## src/rtl/sys_defs.sv

```systemverilog
// Shared system definitions: datapath widths, ALU opcodes and the RS_ALU entry payload.
`ifndef SYS_DEFS_SVH
`define SYS_DEFS_SVH
`define XLEN    32
`define PRF_LEN 6
`define ROB_LEN 5
`endif

package sys_defs;

  localparam int unsigned XLEN        = `XLEN;
  localparam int unsigned PRF_LEN     = `PRF_LEN;
  localparam int unsigned ROB_LEN     = `ROB_LEN;
  localparam int unsigned RS_ALU_SIZE = 8;
  localparam int unsigned RS_ALU_LEN  = 3;

  typedef enum logic [3:0] {
    ALU_ADD  = 4'h0,
    ALU_SUB  = 4'h1,
    ALU_AND  = 4'h2,
    ALU_OR   = 4'h3,
    ALU_XOR  = 4'h4,
    ALU_SLL  = 4'h5,
    ALU_SRL  = 4'h6,
    ALU_SRA  = 4'h7,
    ALU_SLT  = 4'h8,
    ALU_SLTU = 4'h9
  } ALU_FUNC;

  typedef struct packed {
    logic                valid;
    logic                opa_ready;
    logic                opb_ready;
    logic [XLEN-1:0]     opa_value;
    logic [XLEN-1:0]     opb_value;
    logic [PRF_LEN-1:0]  opa_preg_idx;
    logic [PRF_LEN-1:0]  opb_preg_idx;
    logic [PRF_LEN-1:0]  dest_preg_idx;
    logic [ROB_LEN-1:0]  rob_idx;
    logic [XLEN-1:0]     PC;
    ALU_FUNC             func;
  } RS_ALU_PACKET;

endpackage

```

## src/rtl/psel_gen.sv

```systemverilog
// Priority selector: grants up to REQS requests, highest index first.
module psel_gen #(
  parameter int unsigned WIDTH = 8,
  parameter int unsigned REQS  = 1
) (
  input  logic [WIDTH-1:0] req,
  output logic [WIDTH-1:0] gnt,
  output logic             empty
);

  // Walk from the top bit down, granting until REQS grants are issued.
  always_comb begin
    int unsigned cnt;
    gnt   = '0;
    cnt   = 0;
    empty = ~|req;
    for (int i = int'(WIDTH) - 1; i >= 0; i--) begin
      if (req[i] && (cnt < REQS)) begin
        gnt[i] = 1'b1;
        cnt    = cnt + 1;
      end
    end
  end

endmodule

```

## src/rtl/rs_alu.sv

```systemverilog
// ALU reservation station: dispatch into the lowest free slot, CDB wakeup,
// registered issue of the lowest-index ready entry.
module rs_alu
  import sys_defs::*;
#(
  parameter int unsigned RS_ALU_SIZE = 8,
  parameter int unsigned RS_ALU_LEN  = 3
) (
  input  logic                clock,
  input  logic                reset,
  input  logic                commit_mis_pred,
  input  logic                rs_alu_enable,
  input  logic                opa_ready,
  input  logic                opb_ready,
  input  logic [`XLEN-1:0]    opa_value,
  input  logic [`XLEN-1:0]    opb_value,
  input  logic [`PRF_LEN-1:0] opa_preg_idx,
  input  logic [`PRF_LEN-1:0] opb_preg_idx,
  input  logic [`PRF_LEN-1:0] dest_preg_idx,
  input  logic [`ROB_LEN-1:0] rob_idx,
  input  logic [`XLEN-1:0]    PC,
  input  ALU_FUNC             alu_func,
  input  logic                cdb_broadcast_valid,
  input  logic [`PRF_LEN-1:0] cdb_dest_preg_idx,
  input  logic [`XLEN-1:0]    cdb_broadcast_value,
  input  logic                alu_ready,
  output logic                rs_alu_full,
  output logic                issue_valid,
  output logic [`XLEN-1:0]    issue_opa_value,
  output logic [`XLEN-1:0]    issue_opb_value,
  output logic [`PRF_LEN-1:0] issue_dest_preg_idx,
  output logic [`ROB_LEN-1:0] issue_rob_idx,
  output logic [`XLEN-1:0]    issue_PC,
  output ALU_FUNC             issue_func
);

  localparam logic [`XLEN-1:0] RESET_PC = `XLEN'(32'hfacebeec);

  RS_ALU_PACKET entries_q [RS_ALU_SIZE];
  RS_ALU_PACKET entries_d [RS_ALU_SIZE];
  RS_ALU_PACKET disp_pkt;

  logic                issue_valid_q, issue_valid_d;
  logic [`XLEN-1:0]    issue_opa_q, issue_opa_d;
  logic [`XLEN-1:0]    issue_opb_q, issue_opb_d;
  logic [`PRF_LEN-1:0] issue_dest_q, issue_dest_d;
  logic [`ROB_LEN-1:0] issue_rob_q, issue_rob_d;
  logic [`XLEN-1:0]    issue_pc_q, issue_pc_d;
  ALU_FUNC             issue_func_q, issue_func_d;

  logic [RS_ALU_SIZE-1:0] free_vec, free_rev, alloc_rev, alloc_gnt;
  logic [RS_ALU_SIZE-1:0] elig_vec, elig_rev, issue_rev, issue_gnt;
  logic                   no_free, no_elig;
  logic [RS_ALU_LEN-1:0]  alloc_idx, issue_idx;

  // Free and eligible vectors from registered state, bit-reversed so the selector favours index 0.
  always_comb begin
    for (int i = 0; i < int'(RS_ALU_SIZE); i++) begin
      free_vec[i] = ~entries_q[i].valid;
      elig_vec[i] = entries_q[i].valid & entries_q[i].opa_ready & entries_q[i].opb_ready;
    end
    for (int i = 0; i < int'(RS_ALU_SIZE); i++) begin
      free_rev[i]  = free_vec[int'(RS_ALU_SIZE) - 1 - i];
      elig_rev[i]  = elig_vec[int'(RS_ALU_SIZE) - 1 - i];
      alloc_gnt[i] = alloc_rev[int'(RS_ALU_SIZE) - 1 - i];
      issue_gnt[i] = issue_rev[int'(RS_ALU_SIZE) - 1 - i];
    end
  end

  psel_gen #(.WIDTH(RS_ALU_SIZE), .REQS(1)) u_alloc_sel (
    .req   (free_rev),
    .gnt   (alloc_rev),
    .empty (no_free)
  );

  psel_gen #(.WIDTH(RS_ALU_SIZE), .REQS(1)) u_issue_sel (
    .req   (elig_rev),
    .gnt   (issue_rev),
    .empty (no_elig)
  );

  assign rs_alu_full = no_free;

  // One-hot grants to indices.
  always_comb begin
    alloc_idx = '0;
    issue_idx = '0;
    for (int i = 0; i < int'(RS_ALU_SIZE); i++) begin
      if (alloc_gnt[i]) alloc_idx = RS_ALU_LEN'(i);
      if (issue_gnt[i]) issue_idx = RS_ALU_LEN'(i);
    end
  end

  // Incoming dispatch packet, with same-cycle CDB bypass into not-ready operands.
  always_comb begin
    disp_pkt               = '0;
    disp_pkt.valid         = 1'b1;
    disp_pkt.opa_ready     = opa_ready;
    disp_pkt.opb_ready     = opb_ready;
    disp_pkt.opa_value     = opa_value;
    disp_pkt.opb_value     = opb_value;
    disp_pkt.opa_preg_idx  = opa_preg_idx;
    disp_pkt.opb_preg_idx  = opb_preg_idx;
    disp_pkt.dest_preg_idx = dest_preg_idx;
    disp_pkt.rob_idx       = rob_idx;
    disp_pkt.PC            = PC;
    disp_pkt.func          = alu_func;
    if (cdb_broadcast_valid && !opa_ready && (opa_preg_idx == cdb_dest_preg_idx)) begin
      disp_pkt.opa_ready = 1'b1;
      disp_pkt.opa_value = cdb_broadcast_value;
    end
    if (cdb_broadcast_valid && !opb_ready && (opb_preg_idx == cdb_dest_preg_idx)) begin
      disp_pkt.opb_ready = 1'b1;
      disp_pkt.opb_value = cdb_broadcast_value;
    end
  end

  // Next state: flush, else wakeup, issue and dispatch against pre-edge selection.
  always_comb begin
    entries_d     = entries_q;
    issue_valid_d = 1'b0;
    issue_opa_d   = issue_opa_q;
    issue_opb_d   = issue_opb_q;
    issue_dest_d  = issue_dest_q;
    issue_rob_d   = issue_rob_q;
    issue_pc_d    = issue_pc_q;
    issue_func_d  = issue_func_q;
    if (commit_mis_pred) begin
      for (int i = 0; i < int'(RS_ALU_SIZE); i++) entries_d[i].valid = 1'b0;
    end else begin
      for (int i = 0; i < int'(RS_ALU_SIZE); i++) begin
        if (entries_q[i].valid && cdb_broadcast_valid) begin
          if (!entries_q[i].opa_ready && (entries_q[i].opa_preg_idx == cdb_dest_preg_idx)) begin
            entries_d[i].opa_ready = 1'b1;
            entries_d[i].opa_value = cdb_broadcast_value;
          end
          if (!entries_q[i].opb_ready && (entries_q[i].opb_preg_idx == cdb_dest_preg_idx)) begin
            entries_d[i].opb_ready = 1'b1;
            entries_d[i].opb_value = cdb_broadcast_value;
          end
        end
      end
      if (alu_ready && !no_elig) begin
        issue_valid_d                = 1'b1;
        issue_opa_d                  = entries_q[issue_idx].opa_value;
        issue_opb_d                  = entries_q[issue_idx].opb_value;
        issue_dest_d                 = entries_q[issue_idx].dest_preg_idx;
        issue_rob_d                  = entries_q[issue_idx].rob_idx;
        issue_pc_d                   = entries_q[issue_idx].PC;
        issue_func_d                 = entries_q[issue_idx].func;
        entries_d[issue_idx].valid   = 1'b0;
      end
      if (rs_alu_enable && !no_free) entries_d[alloc_idx] = disp_pkt;
    end
  end

  // State and issue registers with synchronous reset.
  always_ff @(posedge clock) begin
    if (reset) begin
      for (int i = 0; i < int'(RS_ALU_SIZE); i++) entries_q[i] <= '0;
      issue_valid_q <= 1'b0;
      issue_opa_q   <= '0;
      issue_opb_q   <= '0;
      issue_dest_q  <= '0;
      issue_rob_q   <= '0;
      issue_pc_q    <= RESET_PC;
      issue_func_q  <= ALU_ADD;
    end else begin
      entries_q     <= entries_d;
      issue_valid_q <= issue_valid_d;
      issue_opa_q   <= issue_opa_d;
      issue_opb_q   <= issue_opb_d;
      issue_dest_q  <= issue_dest_d;
      issue_rob_q   <= issue_rob_d;
      issue_pc_q    <= issue_pc_d;
      issue_func_q  <= issue_func_d;
    end
  end

  assign issue_valid         = issue_valid_q;
  assign issue_opa_value     = issue_opa_q;
  assign issue_opb_value     = issue_opb_q;
  assign issue_dest_preg_idx = issue_dest_q;
  assign issue_rob_idx       = issue_rob_q;
  assign issue_PC            = issue_pc_q;
  assign issue_func          = issue_func_q;

endmodule

```

## config.mk

```make
export PLATFORM = sky130hd
export DESIGN_NAME = rs_alu
export DESIGN_NICKNAME = d
export VERILOG_FILES = /design/src/rtl/sys_defs.sv /design/src/rtl/psel_gen.sv /design/src/rtl/rs_alu.sv
export SDC_FILE = /design/constraint.sdc
export NUM_CORES = 2
export LEC_CHECK = 0
export BUFFER_PORTS_ARGS = -buffer_cell sky130_fd_sc_hd__buf_2
export CORE_AREA = 5 5 260 453
export CTS_BUF_LIST = sky130_fd_sc_hd__clkbuf_8
export DETAILED_ROUTE_END_ITERATION = 10
export DIE_AREA = 0 0 265 458
export MAX_ROUTING_LAYER = met4
export PLACE_DENSITY = 0.72
export SKIP_CTS_REPAIR_TIMING = 1
export SYNTH_ARGS = -nofsm -noshare
export SYNTH_HDL_FRONTEND = slang
export SYNTH_SLANG_ARGS = --single-unit
```

## constraint.sdc

```tcl
create_clock -name clock -period 6.7 [get_ports clock]
set_clock_uncertainty 0.1 [all_clocks]
set_input_delay 0.335 -clock clock [delete_from_list [all_inputs] [get_ports clock]]
set_output_delay 0.335 -clock clock [all_outputs]
set_load 0.01 [all_outputs]
```

# Word-level counts from Yosys, hierarchy flattened

Index checks and enable logic that the tools add are counted.

Flip-flop bits (word level): 1120
Output and inout port bits: 113

Add/subtract/negate cells: 12
$lt $le $gt $ge: 18
Eq/ne operators: 18
Muxes and demuxes: 107
Bitwise operators: 27
Reductions and logical operators: 69

Operator list:

| cell                    | number |
|---|---|
| $mux W1008              | 3 |
| $bwmux W1008            | 2 |
| $mux W66                | 16 |
| $mux W32                | 30 |
| $demux W126 S3          | 2 |
| $lt A32 B1 Y1 const B   | 12 |
| $bmux W126 S3           | 1 |
| $add A32 B1 Y32 const B | 10 |
| $mux W126               | 2 |
| $mux W123               | 2 |
| $eq A6 B6 Y1            | 18 |
| $logic_and A1 B1 Y1     | 46 |
| $mux W1                 | 37 |
| $mux W3                 | 12 |
| $logic_not A1 Y1        | 19 |
| $and A1 B1 Y1           | 16 |
| $reduce_or A8 Y1        | 2 |
| $not A1 Y1              | 9 |
| $ge A4 B4 Y1 const B    | 2 |
| $lt A4 B1 Y1 const B    | 2 |
| $not A3 Y4              | 2 |
| $add A1 B1 Y2 const B   | 2 |
| $lt A1 B1 Y1 const B    | 2 |
| $reduce_and A2 Y1       | 1 |
| $reduce_or A2 Y1        | 1 |

# Longest topological paths before layout

Depth in word-level cells: 35
Gate-level depth with buffers: 30

# Hierarchy

Synthesis repeated with hierarchy kept, for this count alone.

Cells, all modules: 6795
Area, all modules: 53334.9 um^2

Modules (own cells, without submodules):

| module   | instances | cells each | area each (um^2) | seq. area each (um^2) |
|---|---|---|---|---|
| rs_alu   | 1         | 6695       | 52569.2          | 22421.5 |
| psel_gen | 2         | 50         | 382.9            | 0.0 |

# Worst setup path before layout

OpenSTA, ideal clock, no wires.

Path kind: reg2reg
From: reg entries_q[1007] (netlist bit)
To: reg issue_pc_q[2], in the netlist issue_PC[2]
Setup time: 0.132 ns
Arrival: 5.472 ns
Data required time: 6.468 ns
Slack: 0.996 ns
Stages on the path, launching flop included: 27
Buffers on the path: 4
Period minus slack after synthesis: 5.704 ns
Path through: dfxtp_1 nand3_1 nand3_1 inv_1 ha_1 and4_1 and2_1 inv_1 ha_1 nand4_1 or3_1 a21oi_1 or2_2 ha_1 nand4_1 a221oi_2 xnor3_1 ha_1 and4_1 clkbuf_1 o31ai_1 buf_2 buf_2 buf_1 o21ai_0 a221oi_1 a31oi_1

Longest elaborated chain between the ends: 29
Elaborated cells on any way between the ends: 50
Classes of those cells: 6 x add/sub; 7 x order compare; 24 x mux; 3 x bitwise; 10 x reduce/logical

Ends and longest elaborated chain:

| what                             | line           | source |
|---|---|---|
| from (decl)                      | rs_alu.sv:39   | `RS_ALU_PACKET entries_q [RS_ALU_SIZE];` |
| from (signal assigned)           | rs_alu.sv:169  | `entries_q <= entries_d;` |
| $and A1 B1 Y1 (*) (2 in a row)   | rs_alu.sv:60   | `elig_vec[i] = entries_q[i].valid & entries_q[i].opa_ready & entries_q[i].opb_ready;` |
| $mux W1                          | psel_gen.sv:18 | `if (req[i] && (cnt < REQS)) begin` |
| $lt A1 B1 Y1                     | psel_gen.sv:18 |  |
| $logic_and A1 B1 Y1              | psel_gen.sv:18 |  |
| $mux W32                         | psel_gen.sv:18 |  |
| $lt A32 B1 Y1                    | psel_gen.sv:18 |  |
| $logic_and A1 B1 Y1              | psel_gen.sv:18 |  |
| $mux W32                         | psel_gen.sv:18 |  |
| [11 not listed]                  | n/a            |  |
| $mux W32                         | psel_gen.sv:18 |  |
| $lt A32 B1 Y1                    | psel_gen.sv:18 |  |
| $logic_and A1 B1 Y1              | psel_gen.sv:18 |  |
| $mux W1                          | psel_gen.sv:18 |  |
| $mux W3                          | rs_alu.sv:90   | `if (issue_gnt[i]) issue_idx = RS_ALU_LEN'(i);` |
| $not A3 Y4 (implied by the code) | rs_alu.sv:149  | `issue_pc_d = entries_q[issue_idx].PC;` |
| $bmux W126 S3                    | rs_alu.sv:149  |  |
| $mux W123 (2 in a row)           | n/a            |  |
| to (signal assigned)             | rs_alu.sv:175  | `issue_pc_q <= issue_pc_d;` |
| to (decl)                        | rs_alu.sv:48   | `` logic [`XLEN-1:0] issue_pc_q, issue_pc_d; `` |

Mark *: on every way between the ends. The rest lies on a longest branch, timed or not. The select of a mux whose other input is x is not followed.
A chain may end at the register's enable or synchronous reset.

# Final worst setup path

From: reg entries_q[881] (netlist bit)
To: reg entries_q[484] (netlist bit)

Longest elaborated chain between the ends: 30
Elaborated cells on any way between the ends: 96
Classes of those cells: 10 x add/sub; 14 x order compare; 48 x mux; 5 x bitwise; 19 x reduce/logical

Ends and longest elaborated chain:

| what                                                   | line          | source |
|---|---|---|
| branches (longest 29 deep; another with $lt A32 B1 Y1) | n/a           |  |
| $mux W1008 (*)                                         | rs_alu.sv:153 | `if (rs_alu_enable && !no_free) entries_d[alloc_idx] = disp_pkt;` |

Mark *: on every way between the ends. The select of a mux whose other input is x is not followed.

==> impl_metrics.tcl <==
set metrics [dict create \
    status "finished, violations left" \
    violations "hold timing" \
    hold_start "cdb_broadcast_value[22]" \
    antenna_left 0 \
    clkLatencyLatePin_ns 0.93 \
    rsz0062_at_grt "no" \
    numPortBuffers 281 \
    tritoncts "yes" \
    synth_area_leaders "dfxtp_1, a21oi_1, nand2_1, o221a_2, o31ai_1" \
    path_clk_slew_ns 0.07 \
    p_leak_nw 23.0 \
    yosysTopAreaCell "dfxtp_1" \
    first_iter_violations 9166 \
    core-area_um2 114000 \
    setup_violations 0 \
    layout.nets 6973 \
    start_util_pct 49.6 \
    layout_commonest_cell "dfxtp_1" \
    ys_seq_area_share_pct 39.8 \
    startpoint "entries_q[881]" \
    maxSlewViolCount 0 \
    grt_overflow 0 \
    grt_pass1_vias 57530 \
    finalCritPeriodShare_pct 95.1 \
    finalHoldViolations 1 \
    cts_max_level 4 \
    die_h_um 458 \
    slew_headroom_pct 3.39 \
    startpoint_type "flip-flop" \
    synth_cell_types 78 \
    fin_util_pct 56.5 \
    fin_area_um2 64200 \
    synth_top_area_share_pct 39.8 \
    grt_pass1_wl_um 369000 \
    synth_area_um2 56400 \
    syn_area_per_cell_um2 8.27 \
    hold_depth 4 \
    synth-main-ff-cell "dfxtp_1" \
    cp_max_fo 16 \
    tightest_slew_ns 1.45 \
    routabilityCongestion 0.970 \
    setup_ws_ns 0.326 \
    dp_hpwl_um 147000 \
    layout-drive-gt1-share_pct 16.5 \
    firstDrtPassIters 9 \
    holdWs_ns -0.0514 \
    powerDensity_nw_per_um2 214 \
    fin_tns_setup_ns 0 \
    path_class "reg -> reg" \
    crit-reg2reg-launch "entries_q[881]" \
    multi_input_area_um2 30700 \
    grt_max_degree 211 \
    drc 0 \
    stdcell_count 8435 \
    async_flop_share_pct 0 \
    viasPerCell 7.15 \
    mostFrequentLayoutCells "dfxtp_1, nand2_1, a21oi_1" \
    power_mw 13.7 \
    area_growth_pct 13.9 \
    period_needed_ns 6.37 \
    antenna_found_initial 23 \
    fmax_mhz 157 \
    wire_per_inst_um 30.4 \
    vdd_drop_max_mv 0.222 \
    worst_hold_path.endpoint "entries_q[995]" \
    place_inst 7931 \
    grt.total_usage_pct 40.5 \
    vias 60312 \
    clockBufferDepth 3 \
    die_x_um 265 \
    cap_violations 0 \
    clock-sinks 1120 \
    synth_edf_count 0 \
    regArea_um2 22400 \
    reg2reg_depth 25 \
    ys_seq_elements 1120 \
    placed_area_um2 58900 \
    worstPathRequired_ns 7.42 \
    root_buffer "clkbuf_8" \
    r2r_slack_ns 0.33 \
    setup.worst_path.end_class "flip-flop" \
    cts_buffers 169 \
    die_area_um2 121000 \
    ioPinCount 282 \
    place_ws_ns 0.0857 \
    hold_path_class "in -> reg" \
    rows 164 \
    routed_wl_um 257000 \
    nFillCells 10373 \
    synth_cells 6814 \
    crit_arrival_ns 7.09 \
    rr_endpoint "entries_q[484]" \
    yosysWarnings 0 \
]
[per-layer routing]
metal	vias up	wire, um	GRT usage [%]
met5	-	0	-
met4	0	28100	35.3
met3	1643	31100	12.0
met2	4885	114000	61.3
met1	28328	83700	42.9
li1	25456	-	-
[synthesized netlist by cell type, drive strengths merged, types with 3 or more instances]
cell / n
dfxtp: 1120
nand2: 1020
a21oi: 885
clkbuf: 639
o221a: 352
nor2: 331
o31ai: 330
o211ai: 266
a21o: 265
buf: 229
a211oi: 134
o21ai: 130
nor3b: 92
a41oi: 90
a221oi: 86
nor4: 84
nor3: 82
o21a: 76
o41ai: 66
a2111oi: 56
xor2: 56
xnor2: 55
or2: 46
a31oi: 43
inv: 40
a311o: 34
o31a: 34
nand4: 23
a221o: 22
nor4b: 22
nand3: 19
ha: 16
and3: 10
nor2b: 8
o221ai: 8
and2: 7
nand2b: 5
and4: 4
nand3b: 4
or3: 4
nand4b: 3
[power breakdown]
part           switching [mW]  internal, mW
combinational           0.748         0.324
clock                    2.94          2.98
sequential             0.0405          6.72
total                    3.72          10.0
[critical path, cell delays in order (launching register included)]
cell     delay, ns
dfxtp_1       0.47
nand3_2       0.18
inv_1         0.09
ha_1          0.21
nor2b_2       0.27
and2_1        0.20
inv_2         0.05
ha_1          0.19
nor2b_1       0.15
and3_1        0.21
or2_2         0.34
inv_1         0.08
ha_1          0.16
nor2b_1       0.16
and3_1        0.29
o31a_1        0.34
inv_1         0.08
ha_1          0.20
nor2b_1       0.13
nand4_1       0.12
buf_4         0.15
o311a_1       0.39
nand2_4       0.18
nor2_2        1.15
a21oi_1       0.16
o221a_2       0.19
[cell families after synthesis]
logic type / share of synthesized area [%]
AO/OA/AOI/OAI: 37.4
AND/OR/NAND/NOR: 14.0
adder cells (fa/ha/maj): 0.355
XOR/XNOR: 1.82
other: 0.0133
flip-flops: 39.8
multiplexers: 0.0178
buffers and inverters: 6.59
[state kept, by name (all words and copies together), names as in the netlist]
register	count
issue_dest_preg_idx	6
issue_rob_idx	5
entries_q	1008
issue_PC	32
issue_func	4
issue_opa_value	32
issue_valid	1
issue_opb_value	32
[worst max-delay path by stage]
stage                           endpoint  slack [ns]
after floorplan              issue_PC[2]         1.0
after global placement    entries_q[713]        0.13
after detailed placement  entries_q[704]        0.09
after CTS                 entries_q[704]        0.07
after global routing      entries_q[403]        0.01
final                     entries_q[484]        0.33
[cell type report]
type / count / area share [%]
antenna: 29 / 0.113
clock buffer: 205 / 4.39
clock inverter: 90 / 0.931
inverter: 40 / 0.238
multi-input combinational: 4792 / 47.8
sequential: 1120 / 34.9
tap: 1494 / 2.91
timing repair buffer: 665 / 8.67
Note: power is estimated with default switching activity, not from simulation.
